## config.mk

```make
export PLATFORM = sky130hd
export DESIGN_NAME = board_frame_rx
export DESIGN_NICKNAME = d
export VERILOG_FILES = /design/src/rtl/board_frame_rx.sv
export SDC_FILE = /design/constraint.sdc
export NUM_CORES = 1
export LEC_CHECK = 0
export BUFFER_PORTS_ARGS = -buffer_cell sky130_fd_sc_hd__buf_2
export CAP_MARGIN = 25
export CORE_MARGIN = 2
export CORE_UTILIZATION = 45
export DETAILED_ROUTE_END_ITERATION = 8
export PLACE_DENSITY = 0.75
export SLEW_MARGIN = 0
export SYNTH_ARGS = -nofsm -noshare
export SYNTH_HDL_FRONTEND = slang
export SYNTH_SLANG_ARGS = --single-unit
```

## constraint.sdc

```tcl
create_clock -name clk -period 2 [get_ports clk]
set_input_delay 0.4 -clock clk [delete_from_list [all_inputs] [get_ports clk]]
set_output_delay 0.4 -clock clk [all_outputs]
set_load 0.01 [all_outputs]
```

## src/rtl/board_frame_rx.sv

```systemverilog
// board_frame_rx
// Receives six-byte game-board frames from a strobed parallel pin link:
//   HEADER, board lo, board hi, cells lo, cells hi, checksum (XOR of payload).
// Payload is collected into shadow registers. The visible board/cell maps
// update only when a complete frame passes the checksum and ownership checks.
// An idle gap of TIMEOUT cycles inside a frame aborts it. Rejections and
// aborts are counted in a saturating 8-bit error counter.

module board_frame_rx #(
    parameter logic [7:0]  HEADER  = 8'hA5,
    parameter int unsigned TIMEOUT = 255
) (
    input  logic        clk,
    input  logic        reset,
    input  logic [7:0]  pin_data,
    input  logic        pin_strobe,
    output logic [15:0] gameboard,
    output logic [15:0] player_cells,
    output logic        frame_valid,
    output logic        frame_error,
    output logic [7:0]  error_count
);

    // The gap counter holds the number of strobe-less cycles seen so far.
    // A timeout fires on the edge where it would step onto TIMEOUT.
    localparam logic [7:0] LP_GAP_LAST = 8'(TIMEOUT - 1);

    typedef enum logic [2:0] {
        ST_IDLE = 3'd0,
        ST_BLO  = 3'd1,
        ST_BHI  = 3'd2,
        ST_CLO  = 3'd3,
        ST_CHI  = 3'd4,
        ST_CHK  = 3'd5
    } state_t;

    // XOR of the four payload bytes, compared against the checksum byte.
    function automatic logic [7:0] payload_xor(input logic [15:0] board,
                                               input logic [15:0] cells);
        return board[7:0] ^ board[15:8] ^ cells[7:0] ^ cells[15:8];
    endfunction

    // A player may only own a cell that is also marked occupied.
    function automatic logic ownership_ok(input logic [15:0] board,
                                          input logic [15:0] cells);
        return ((cells & ~board) == 16'h0000);
    endfunction

    // Error counter increment that sticks at all-ones instead of wrapping.
    function automatic logic [7:0] sat_inc(input logic [7:0] value);
        logic [7:0] result;
        if (value == 8'hFF) begin
            result = 8'hFF;
        end else begin
            result = value + 8'd1;
        end
        return result;
    endfunction

    state_t      r_state;
    logic [15:0] r_board_sh;
    logic [15:0] r_cells_sh;
    logic [7:0]  r_gap;
    logic [15:0] r_gameboard;
    logic [15:0] r_player_cells;
    logic        r_frame_valid;
    logic        r_frame_error;
    logic [7:0]  r_error_count;

    logic        w_in_frame;
    logic        w_timeout;
    logic        w_frame_ok;

    // Frame-level decisions: are we mid-frame, has the gap expired, would the
    // byte now on the pins complete a good frame.
    always_comb begin
        w_in_frame = 1'b0;
        w_timeout  = 1'b0;
        w_frame_ok = 1'b0;
        if (r_state != ST_IDLE) begin
            w_in_frame = 1'b1;
        end else begin
            w_in_frame = 1'b0;
        end
        if (w_in_frame && !pin_strobe && (r_gap == LP_GAP_LAST)) begin
            w_timeout = 1'b1;
        end else begin
            w_timeout = 1'b0;
        end
        if ((payload_xor(r_board_sh, r_cells_sh) == pin_data) &&
            ownership_ok(r_board_sh, r_cells_sh)) begin
            w_frame_ok = 1'b1;
        end else begin
            w_frame_ok = 1'b0;
        end
    end

    // Receive FSM with shadow capture, gap timer, output maps and status pulses.
    always_ff @(posedge clk) begin
        if (reset) begin
            r_state        <= ST_IDLE;
            r_board_sh     <= 16'h0000;
            r_cells_sh     <= 16'h0000;
            r_gap          <= 8'h00;
            r_gameboard    <= 16'h0000;
            r_player_cells <= 16'h0000;
            r_frame_valid  <= 1'b0;
            r_frame_error  <= 1'b0;
            r_error_count  <= 8'h00;
        end else begin
            // Status outputs are single-cycle pulses unless set below.
            r_frame_valid <= 1'b0;
            r_frame_error <= 1'b0;

            if (!w_in_frame) begin
                // Idle: hunt for the header, ignore anything else silently.
                r_gap <= 8'h00;
                if (pin_strobe && (pin_data == HEADER)) begin
                    r_state <= ST_BLO;
                end else begin
                    r_state <= ST_IDLE;
                end
            end else if (!pin_strobe) begin
                // Mid-frame with no byte: run the gap timer, abort on expiry.
                if (w_timeout) begin
                    r_state       <= ST_IDLE;
                    r_gap         <= 8'h00;
                    r_board_sh    <= 16'h0000;
                    r_cells_sh    <= 16'h0000;
                    r_frame_error <= 1'b1;
                    r_error_count <= sat_inc(r_error_count);
                end else begin
                    r_gap <= r_gap + 8'd1;
                end
            end else begin
                // Mid-frame byte: every byte is data here, even one equal to HEADER.
                r_gap <= 8'h00;
                case (r_state)
                    ST_BLO: begin
                        r_board_sh[7:0] <= pin_data;
                        r_state         <= ST_BHI;
                    end
                    ST_BHI: begin
                        r_board_sh[15:8] <= pin_data;
                        r_state          <= ST_CLO;
                    end
                    ST_CLO: begin
                        r_cells_sh[7:0] <= pin_data;
                        r_state         <= ST_CHI;
                    end
                    ST_CHI: begin
                        r_cells_sh[15:8] <= pin_data;
                        r_state          <= ST_CHK;
                    end
                    ST_CHK: begin
                        r_state <= ST_IDLE;
                        if (w_frame_ok) begin
                            r_gameboard    <= r_board_sh;
                            r_player_cells <= r_cells_sh;
                            r_frame_valid  <= 1'b1;
                        end else begin
                            r_frame_error <= 1'b1;
                            r_error_count <= sat_inc(r_error_count);
                        end
                    end
                    default: begin
                        r_state <= ST_IDLE;
                    end
                endcase
            end
        end
    end

    assign gameboard    = r_gameboard;
    assign player_cells = r_player_cells;
    assign frame_valid  = r_frame_valid;
    assign frame_error  = r_frame_error;
    assign error_count  = r_error_count;

endmodule

```

==> summary.md, run 1 <==
| Metric | Value |
|---|---|
| Post-synth ARST share | `0%` |
| Total track usage | `19.8%` |
| Longest Clk Path Bufs | `2` |
| First-pass DRT Iterations | `5` |
| Worst endpoint required time | `2.30 ns` |
| Crit path max fanout | `8` |
| Initial antenna violation count | `0` |
| Buffers on Ports | `52` |
| Fmax | `473 MHz` |
| Core Util, Final | `60.8%` |
| Detail Route Antenna Nets | `0` |
| H-tree levels | `3` |
| Pin count of the biggest net entering global routing | `44` |
| Worst-Margin Slew | `0.471 ns` |
| Yosys top cell by area | `dfxtp_1` |
| Cell chain of the critical path | `xnor3_1 -> xnor2_2 -> nor4_4 -> and4_4 -> buf_6 -> nand3_1 -> a21oi_2` |
| Sw Ratio | `23.2%` |
| Pleak | `2.25 nW` |
| Final hold violations | `0` |
| IO Count | `53` |
| Max stage delay cell, worst path | `xnor3_1` |
| DP HPWL | `6.88 mm` |
| Sequential fraction of the synthesis area | `43.3%` |
| Num Clock Sinks | `85` |
| Pint | `2.45 mW` |
| Largest delay share family, worst path | `simple AND/OR/NAND/NOR gates` |
| Outcome | `finished, violations left` |
| Synthesized cell area | `3930 um2` |
| DR WL/cell | `15.6 um` |
| Ant diodes | `0` |
| RePlAce Congestion | `0.895` |
| Vias per cell | `5.40` |
| Chip Height | `97.4 um` |
| Final net count | `554` |
| Mapped Nets | `457` |
| NetSw | `0.741 mW` |
| Min cycle time layout | `2.12 ns` |
| Number of flops mapped to enable cells by yosys | `0` |
| Clock buffer count from CTS | `9` |
| Share of post-route cells with drive strength above 1 | `34.5%` |
| CTS tree | `yes` |
| Max cap viols | `0` |
| Clock Skews | `0.0110 ns` |
| Clock power share | `43.0%` |
| Detailed Route WL | `10.2 mm` |
| Dominant cells by area after synthesis | `dfxtp_1 (43%), mux2i_1 (8.2%), nand3_1 (5.4%)` |
| Worst-Skew Late Latency | `0.36 ns` |
| Hold crit path type | `input pin to flop` |
| PwrDens | `610 nW/um2` |
| CTS clk-pin slew, worst paths | `0.09 ns` |
| Initial drt markers | `215` |
| Die W | `97.4 um` |
| Total core area | `8590 um2` |
| Total number of vias | `3525` |
| Mapped Cells | `443` |
| Arrival time worst endpoint | `2.41 ns` |
| Seq pwr share | `53.0%` |
| CP Class | `flop to flop` |
| Max-slew violations | `0` |
| Library cells used by synthesis | `42` |
| Gr ovfl total | `0` |
| CP endpoint kind | `flop` |
| Critical path launch point type | `flop` |
| Flops & latches, synth | `85` |
| VDD IR max | `428 uV` |
| Die area | `9490 um2` |
| Final Cycle Share | `106%` |
| Violated checks | `setup timing` |
| Comb pwr share | `4.0%` |
| First-pass GRT wire length | `15.4 mm` |
| Setup slack, reg-to-reg | `-0.12 ns` |
| CTS Root Cell | `clkbuf_8` |
| RSZ-0062 raised after global routing | `true` |
| Initial Util | `45.7%` |
| Area Growth Syn to Fin | `33.1%` |
| Remaining DRCs | `0` |
| Final WS setup | `-0.116 ns` |
| Main synth FF type | `dfxtp_1` |
| Tot Pwr | `3.19 mW` |
| Vias in the first global route | `3244` |
| Delay of the slowest critical-path stage | `0.43 ns` |
| Share of the synthesized area in the top cell type | `43.3%` |
| # rows | `34` |
| Rel. slew slack | `68.6%` |
| Avg Inst Size Synth | `8.87 um2` |
| Setup violators final | `40` |
| # hold bufs at CTS | `0` |
| WP buf/inv | `1` |
| Yosys warning total | `0` |
-- repair_timing --
item | CTS | global route
gates cloned | 0 | 2
pin swaps | 17 | 29
gates resized for setup | 19 | 53
endpoints found under the setup margin | 41 | 47
setup buffers | 1 | 4
-- registers in the layout (all words and copies together), names as in the netlist --
register and count:
frame_valid 1, frame_error 1, r_state 3, r_gap 8
r_cells_sh 16, gameboard 16, r_board_sh 16, player_cells 16
error_count 8
-- worst paths after layout --
path                                      start  cells after the start          endpoint
worst max-delay path              r_cells_sh[0]                      7  player_cells[15]
worst min-delay path                      reset                      2       frame_error
worst max register to register    r_cells_sh[0]                      7  player_cells[15]
worst min register to register  player_cells[3]                      2   player_cells[3]
-- per-stage QoR --
stage	setup TNS (ns)	setup slack [ns]	instance area, um2	cells	hold WS, ns
after global placement	-0.461	-0.0612	4640	630	0.436
after detailed placement	-3.47	-0.157	4640	630	0.444
after CTS	-2.38	-0.0785	4970	647	0.389
after global routing	-6.26	-0.201	5230	653	0.423
after floorplan	0	0.00188	3940	443	0.430
final	-3.47	-0.116	5230	653	0.409
-- worst reg2reg max path, stage by stage, from the launching register on --
cell and delay [ns]:
dfxtp_2 0.34, xnor3_1 0.43, xnor2_2 0.18, nor4_4 0.33, and4_4 0.36, buf_6 0.17, nand3_1 0.11, a21oi_2 0.14
-- power groups by stage --
stage | sequential (mW) | combinational (mW) | clock [mW]
final | 1.69 | 0.128 | 1.37
after global routing | 1.69 | 0.136 | 1.46
after CTS | 1.69 | 0.117 | 1.38
after detailed placement | 1.73 | 0.110 | 0
after global placement | 1.73 | 0.108 | 0
after floorplan | 1.73 | 0.0642 | 0
-- synthesized netlist by cell type, types with 2 or more instances --
cell type / n
xnor2_1: 13
a211oi_1: 9
nor3_1: 4
o21ai_0: 2
o21ai_1: 3
o2111ai_1: 4
inv_1: 14
nand2_1: 38
dfxtp_1: 85
buf_6: 3
ha_1: 3
a21oi_1: 39
xor2_1: 11
nor2_1: 51
and3_1: 5
nand3_1: 42
nand4_1: 7
xnor3_1: 7
nor3b_1: 3
nand2b_1: 13
a221oi_1: 2
nor2b_1: 2
o211ai_1: 5
and2_1: 8
nor4_1: 3
clkbuf_1: 20
mux2i_1: 32
-- layer usage --
metal  wire length (um)  global-route usage (%)  vias to the layer above
met3                500                    4.39                        8
met4                111                    6.62                        0
met5                  0                       0                        -
met1               4780                    27.7                     1678
met2               4830                    30.4                      105
li1                   -                       -                     1734
-- cell usage in the layout, fill, tap and decap left out, drive strengths merged, types with 2 or more instances in the layout --
| master | synthesis | routed |
|---|---|---|
| xnor2 | 13 | 13 |
| nand2 | 39 | 39 |
| nor4 | 5 | 5 |
| nor3b | 3 | 3 |
| clkbuf | 20 | 10 |
| bufinv | 0 | 2 |
| o211ai | 5 | 5 |
| mux2i | 32 | 32 |
| a221oi | 2 | 2 |
| nand2b | 13 | 13 |
| xor2 | 11 | 11 |
| ha | 3 | 3 |
| o2111ai | 4 | 4 |
| o21ai | 5 | 5 |
| buf | 5 | 110 |
| and3 | 5 | 5 |
| a21oi | 40 | 40 |
| nor2 | 51 | 51 |
| and2 | 8 | 8 |
| inv | 14 | 15 |
| or2 | 2 | 2 |
| dfxtp | 85 | 85 |
| nor2b | 2 | 2 |
| nand3 | 42 | 42 |
| nor3 | 4 | 4 |
| a211oi | 9 | 9 |
| xnor3 | 7 | 7 |
| nand4 | 7 | 7 |
| clkinv | 0 | 3 |
-- area by class of cell --
cell class | count | area, um2
Tap cell | 108 | 135
Clock buffer | 9 | 124
Timing Repair Buffer | 111 | 793
Inverter | 14 | 52.6
Fill cell | 711 | 3360
Clock inverter | 7 | 98.8
Multi-Input combinational cell | 319 | 2320
Sequential cell | 85 | 1710
-- logic make-up (layout without fill, tap and decap cells) --
logic type               Yosys count  after routing  share of synthesized area [%]
AND/OR/NAND/NOR                  186            186                           23.5
flip-flops                        85             85                           43.3
AO/OA/AOI/OAI                     67             67                           10.3
buffers and inverters             39            141                           4.43
multiplexers                      32             32                           8.16
XOR/XNOR                          31             31                           9.37
adder cells (fa/ha/maj)            3              3                          0.956
No activity file was read; power rests on OpenSTA's default activity.
==> run 2, diff against run 1 <==
--- a/config.mk
+++ b/config.mk
@@ -10,7 +10,7 @@
 export CORE_MARGIN = 2
 export CORE_UTILIZATION = 45
 export DETAILED_ROUTE_END_ITERATION = 8
-export PLACE_DENSITY = 0.75
+export PLACE_DENSITY = 0.73
 export SLEW_MARGIN = 0
 export SYNTH_ARGS = -nofsm -noshare
 export SYNTH_HDL_FRONTEND = slang
==> constraint.sdc (replaced) <==
create_clock -name clk -period 2.4 [get_ports clk]
set_input_delay 0.48 -clock clk [delete_from_list [all_inputs] [get_ports clk]]
set_output_delay 0.48 -clock clk [all_outputs]
set_load 0.01 [all_outputs]
==> run 2 against run 1 <==
The run now ends clean. First-iteration DRC count decreased by 5.6%. Power decreased by 22%. Die area unchanged. Core utilization decreased by 7.9 points. Combinational power decreased by 34%. Clock power decreased by 26%. Non-clock buffer count decreased by 41. Critical path depth unchanged. Design area decreased by 13%. Flip-flop and latch count unchanged. Hold slack improved by 0.042 ns. Clock-buffer cell count unchanged. Critical endpoint is now gameboard[15].
==> summary.md, run 2 (same netlist as run 1, synthesis figures left out) <==
| Metric | Value |
|---|---|
| Hold crit path type | `flop to flop (was input pin to flop)` |
| Detail Route Antenna Nets | `0 (unchanged)` |
| Met2 global-route usage | `26.8% (was 30.4%)` |
| Placed Instances | `593 (was 630)` |
| Vias in the first global route | `2936 (was 3244)` |
| Die area | `9490 um2 (unchanged)` |
| CP endpoint kind | `flop (unchanged)` |
| Comb pwr share | `3.4% (was 4.0%)` |
| Setup violators final | `0 (was 40)` |
| Pleak | `1.95 nW (was 2.25 nW)` |
| Commonest non-fill, non-tap cell in the layout | `dfxtp_1 (unchanged)` |
| Worst endpoint required time | `2.68 ns (was 2.30 ns)` |
| H-tree levels | `3 (unchanged)` |
| Register area | `1700 um2 (was 1710 um2)` |
| Share of post-route cells with drive strength above 1 | `18.7% (was 34.5%)` |
| Tot Pwr | `2.50 mW (was 3.19 mW)` |
| VDD IR max | `332 uV (was 428 uV)` |
| Chip Height | `97.4 um (unchanged)` |
| Cell chain of the critical path | `xnor3_1 -> xnor2_1 -> nor4_4 -> and4_4 -> buf_4 -> nand3_1 -> a21oi_1 (was xnor3_1 -> xnor2_2 -> nor4_4 -> and4_4 -> buf_6 -> nand3_1 -> a21oi_2)` |
| PwrDens | `549 nW/um2 (was 610 nW/um2)` |
| Worst Hold Slack | `0.451 ns (was 0.409 ns)` |
| Area after DPL | `4330 um2 (was 4640 um2)` |
| Die W | `97.4 um (unchanged)` |
| Final WS setup | `0.159 ns (was -0.116 ns)` |
| Ant diodes | `0 (unchanged)` |
| Multi-input logic area | `2060 um2 (was 2320 um2)` |
| Core Util, Final | `53.0% (was 60.8%)` |
| CTS tree | `yes (unchanged)` |
| NetSw | `0.580 mW (was 0.741 mW)` |
| Pin count of the biggest net entering global routing | `34 (was 44)` |
| Delay of the slowest critical-path stage | `0.41 ns (was 0.43 ns)` |
| Longest Clk Path Bufs | `2 (unchanged)` |
| CTS Root Cell | `clkbuf_8 (unchanged)` |
| IO Count | `53 (unchanged)` |
| Initial antenna violation count | `0 (unchanged)` |
| DP HPWL | `6.27 mm (was 6.88 mm)` |
| Total number of vias | `3230 (was 3525)` |
| # rows | `34 (unchanged)` |
| Final Cycle Share | `93.4% (was 106%)` |
| RSZ-0062 raised after global routing | `false (was true)` |
| Initial Util | `45.7% (unchanged)` |
| Most frequent cells in the layout | `dfxtp_1 (84), buf_2 (52), nor2_1 (51) (was dfxtp_1 (80), buf_2 (52), nor2_1 (51))` |
| Arrival time worst endpoint | `2.52 ns (was 2.41 ns)` |
| Num Clock Sinks | `85 (unchanged)` |
| Max-slew violations | `0 (unchanged)` |
| Total core area | `8590 um2 (unchanged)` |
| Min cycle time layout | `2.24 ns (was 2.12 ns)` |
| Gr ovfl total | `0 (unchanged)` |
| Cell area after layout | `4550 um2 (was 5230 um2)` |
| Buffers on Ports | `52 (unchanged)` |
| Fmax | `446 MHz (was 473 MHz)` |
| Grt met1 use | `26.7% (was 27.7%)` |
| CP Class | `flop to flop (unchanged)` |
| Seq pwr share | `56.3% (was 53.0%)` |
| Rel. slew slack | `40.0% (was 68.6%)` |
| RePlAce Congestion | `0.864 (was 0.895)` |
| CTS clk-pin slew, worst paths | `0.09 ns (about the same)` |
| Layout Cells excl Fill | `612 (was 653)` |
| Layout fillers | `797 (was 711)` |
| Worst-Margin Slew | `0.895 ns (was 0.471 ns)` |
| M3 GR Usage | `3.24% (was 4.39%)` |
| Final net count | `513 (was 554)` |
| Remaining DRCs | `0 (unchanged)` |
| Total track usage | `18.2% (was 19.8%)` |
| Critical path launch point type | `flop (unchanged)` |
| First-pass GRT wire length | `14.2 mm (was 15.4 mm)` |
| Max cap viols | `0 (unchanged)` |
| Clock power share | `40.3% (was 43.0%)` |
| WP buf/inv | `1 (unchanged)` |
| Setup TNS Final | `0 ns (was -3.47 ns)` |
| Clock buffer count from CTS | `9 (unchanged)` |
| Sw Ratio | `23.2% (about the same)` |
| Area Growth Syn to Fin | `15.9% (was 33.1%)` |
| DR WL/cell | `14.2 um (was 15.6 um)` |
| Crit path max fanout | `10 (was 8)` |
| Max stage delay cell, worst path | `xnor3_1 (unchanged)` |
| Worst-Skew Late Latency | `0.35 ns (was 0.36 ns)` |
| Setup slack at placement | `0.0562 ns (was -0.157 ns)` |
| Final hold violations | `0 (unchanged)` |
| First-pass DRT Iterations | `4 (was 5)` |
| Largest delay share family, worst path | `simple AND/OR/NAND/NOR gates (unchanged)` |
| Detailed Route WL | `8.71 mm (was 10.2 mm)` |
| Vias per cell | `5.28 (was 5.40)` |
| Clock Skews | `0.0133 ns (was 0.0110 ns)` |
| Pint | `1.92 mW (was 2.45 mW)` |
| Outcome | `finished, final reports clean (was finished, violations left)` |
| Initial drt markers | `203 (was 215)` |
| # hold bufs at CTS | `0 (unchanged)` |
| Gr busiest metal | `met2 (unchanged)` |
run 2: cell type report:
cell class              instances  area share [%]
multi-input cells             319            45.2
flip-flops and latches         85            37.4
repair buffers                 70            8.96
well taps                     108            2.97
clock buffers                   9            2.72
clock inverters                 7            1.62
inverters                      14            1.15
run 2: final timing paths:
kind | depth (start not counted) | slack (ns) | from | end
worst max register to register | 7 | 0.16 | r_cells_sh[0] | gameboard[15]
worst max-delay path | 7 | 0.16 | r_cells_sh[0] | gameboard[15]
worst min-delay path | 2 | 0.45 | player_cells[12] | player_cells[12]
worst min register to register | 2 | 0.45 | player_cells[12] | player_cells[12]
run 2: worst min-delay path: cells and delay by family, from the launching register on:
kind | cells | cell delay [ns]
AOI/OAI and AO/OA | 1 | 0.05
DFF | 1 | 0.32
and+or+nand+nor | 1 | 0.05
run 2: routing by layer:
layer	vias up	part of all wire, %
met5	-	0
met1	1495	51
met2	86	44
li1	1642	-
met4	0	1.2
met3	7	4.1
run 2: repair_timing:
action	4_1_cts	5_1_grt
buffers inserted	0	3
endpoints found under the setup margin	0	25
resized for setup	0	2
run 2: power by group through the flow:
stage	Combinational [mW]	Sequential (mW)	Clock [mW]
global route	0.0929	1.41	1.09
CTS	0.0832	1.41	1.03
floorplan	0.0527	1.44	0
detailed placement	0.0829	1.44	0
global placement	0.0824	1.44	0
finish	0.0849	1.41	1.01
==> run 3, diff against run 2 <==
--- a/config.mk
+++ b/config.mk
@@ -8,9 +8,9 @@
 export BUFFER_PORTS_ARGS = -buffer_cell sky130_fd_sc_hd__buf_2
 export CAP_MARGIN = 25
 export CORE_MARGIN = 2
-export CORE_UTILIZATION = 45
+export CORE_UTILIZATION = 57
 export DETAILED_ROUTE_END_ITERATION = 8
-export PLACE_DENSITY = 0.73
+export PLACE_DENSITY = 0.87
 export SLEW_MARGIN = 0
 export SYNTH_ARGS = -nofsm -noshare
 export SYNTH_HDL_FRONTEND = slang
==> run 3 against run 2 <==
Die area fell by 20%. Clock-buffer cell count rose by 2. Largest power group unchanged. Register-to-register slack got worse by 0.05 ns. Core utilization rose by 15 points. Via count rose by 4.4%. Sequential share of layout area fell by 0.18 points. Power rose by 10%. First-iteration DRC count fell by 1.5%. Global-route usage rose by 6.4 points. Wire length rose by 3.7%.
==> summary.md, run 3 (same netlist as run 1, synthesis figures left out) <==
| Metric | Value |
|---|---|
| Outcome | `finished, final reports clean (unchanged)` |
| Detailed Route WL | `9.04 mm (was 8.71 mm)` |
| Longest Clk Path Bufs | `2 (unchanged)` |
| Delay of the slowest critical-path stage | `0.45 ns (was 0.41 ns)` |
| Initial antenna violation count | `0 (unchanged)` |
| DP HPWL | `6.15 mm (was 6.27 mm)` |
| Ant diodes | `0 (unchanged)` |
| R2R Path End | `gameboard[8] (was gameboard[15])` |
| Core Util, Final | `68.0% (was 53.0%)` |
| Min cycle time layout | `2.29 ns (was 2.24 ns)` |
| Area after DPL | `4280 um2 (was 4330 um2)` |
| Cell area after layout | `4570 um2 (was 4550 um2)` |
| RSZ-0062 raised after global routing | `false (unchanged)` |
| Fmax | `437 MHz (was 446 MHz)` |
| Pleak | `1.97 nW (was 1.95 nW)` |
| Pin count of the biggest net entering global routing | `35 (was 34)` |
| Setup violators final | `0 (unchanged)` |
| Commonest non-fill, non-tap cell in the layout | `dfxtp_1 (unchanged)` |
| CTS Root Cell | `clkbuf_8 (unchanged)` |
| Worst-Skew Late Latency | `0.36 ns (was 0.35 ns)` |
| Area Growth Syn to Fin | `16.4% (was 15.9%)` |
| Cell chain of the critical path | `xnor3_1 -> xnor2_1 -> nor4_4 -> and4_4 -> buf_4 -> nand3_1 -> a21oi_1 (unchanged)` |
| PwrDens | `602 nW/um2 (was 549 nW/um2)` |
| Worst R2R Start | `r_cells_sh[6] (was r_cells_sh[0])` |
| Setup slack, reg-to-reg | `0.11 ns (was 0.16 ns)` |
| Initial Util | `58.5% (was 45.7%)` |
| Critical path launch point type | `flop (unchanged)` |
| Placed Instances | `563 (was 593)` |
| Max stage delay cell, worst path | `xnor3_1 (unchanged)` |
| First-pass GRT wire length | `14.7 mm (was 14.2 mm)` |
| Resized Gates After CTS | `0 (unchanged)` |
| Remaining DRCs | `0 (unchanged)` |
| CP endpoint kind | `flop (unchanged)` |
| Arrival time worst endpoint | `2.56 ns (was 2.52 ns)` |
| Gr ovfl total | `0 (unchanged)` |
| Clock Skews | `0.00809 ns (was 0.0133 ns)` |
| RePlAce Congestion | `0.952 (was 0.864)` |
| Max cap viols | `0 (unchanged)` |
| Tot Pwr | `2.75 mW (was 2.50 mW)` |
| Worst-Margin Slew | `0.931 ns (was 0.895 ns)` |
| Share of post-route cells with drive strength above 1 | `18.3% (was 18.7%)` |
| Rel. slew slack | `37.5% (was 40.0%)` |
| Final Cycle Share | `95.3% (was 93.4%)` |
| Initial drt markers | `200 (was 203)` |
| Crit path max fanout | `10 (unchanged)` |
| Worst endpoint required time | `2.68 ns (about the same)` |
| Chip Height | `87.0 um (was 97.4 um)` |
| H-tree levels | `3 (unchanged)` |
| Vias in the first global route | `3057 (was 2936)` |
| CP Class | `flop to flop (unchanged)` |
| Num Clock Sinks | `85 (unchanged)` |
| Hold crit path type | `flop to flop (unchanged)` |
| CTS clk-pin slew, worst paths | `0.09 ns (about the same)` |
| Hold Crit Start | `player_cells[2] (was player_cells[12])` |
| Total track usage | `24.7% (was 18.2%)` |
| Cell count of the worst reg-to-reg path | `7 (unchanged)` |
| Clock buffer count from CTS | `9 (unchanged)` |
| Layout Cells excl Fill | `584 (was 612)` |
| Layout fillers | `529 (was 797)` |
| Max-slew violations | `0 (unchanged)` |
| First-pass DRT Iterations | `4 (unchanged)` |
| Worst Hold End | `player_cells[2] (was player_cells[12])` |
| Buffers on Ports | `52 (unchanged)` |
| # rows | `30 (was 34)` |
| Total core area | `6720 um2 (was 8590 um2)` |
| Worst Setup SP | `r_cells_sh[6] (was r_cells_sh[0])` |
| DR WL/cell | `15.5 um (was 14.2 um)` |
| Hold Crit Depth | `2 (unchanged)` |
| Vias per cell | `5.78 (was 5.28)` |
| VDD IR max | `369 uV (was 332 uV)` |
| Die W | `87.0 um (was 97.4 um)` |
| Final hold violations | `0 (unchanged)` |
| Detail Route Antenna Nets | `0 (unchanged)` |
| CTS tree | `yes (unchanged)` |
| Final net count | `513 (unchanged)` |
| Die area | `7570 um2 (was 9490 um2)` |
| Most frequent cells in the layout | `dfxtp_1 (85), buf_2 (52), nor2_1 (51) (was dfxtp_1 (84), buf_2 (52), nor2_1 (51))` |
| Total number of vias | `3373 (was 3230)` |
| IO Count | `53 (unchanged)` |
| Setup TNS Final | `0 ns (unchanged)` |
-- run 3: changes by cell type in the layout (fill, tap and decap cells not counted), sizes merged --
cell    before  now
clkinv       4    1
clkbuf       9   11
inv         15   14
bufinv       1    3
-- run 3: layer usage --
| layer | track usage, % | part of all wire [%] |
|---|---|---|
| met2 | 38.1 | 46 |
| met5 | 0 | 0 |
| met4 | 8.52 | 1.5 |
| met1 | 33.9 | 46 |
| met3 | 5.78 | 6.1 |
-- run 3: area by class of cell --
type | count | area [um2] | share of cell area (%)
Multi-Input combinational cell | 319 | 2050 | 44.9
Sequential cell | 85 | 1700 | 37.2
Timing Repair Buffer | 70 | 408 | 8.92
Clock buffer | 11 | 151 | 3.31
Clock inverter | 5 | 106 | 2.33
Tap cell | 80 | 100 | 2.19
Inverter | 14 | 52.6 | 1.15
-- run 3: critical path: cells and delay by family (launching register included) --
kind            cells  cell delay [ns]
compound gates      1             0.17
xor+xnor            2             0.62
flops               1             0.40
buf+inv             1             0.19
simple gates        3             0.82
-- run 3: report_power, final --
group	total (mW)	switching, mW	leakage, nW	internal, mW
Combinational	0.0818	0.0562	1.16	0.0256
Sequential	1.41	0.000421	0.684	1.41
Clock	1.26	0.511	0.126	0.750
Total	2.75	0.568	1.97	2.18
-- run 3: worst max path at each step --
stage                endpoint  slack, ns
3_5_place_dp     gameboard[0]       0.12
5_1_grt          gameboard[0]       0.01
6_report         gameboard[8]       0.11
2_1_floorplan   gameboard[12]       0.39
3_3_place_gp   error_count[0]       0.17
4_1_cts          gameboard[5]       0.08
-- run 3: what timing repair did --
item | in CTS | in global routing
endpoints found under the setup margin | 0 | 20
hold buffers | 0 | 0
buffers inserted | 0 | 4
-- run 3: per-stage QoR --
step,hold WS (ns),setup WS (ns)
2_1_floorplan,0.430,0.392
3_3_place_gp,0.437,0.170
3_5_place_dp,0.443,0.119
4_1_cts,0.453,0.0807
5_1_grt,0.473,0.0104
6_report,0.451,0.112
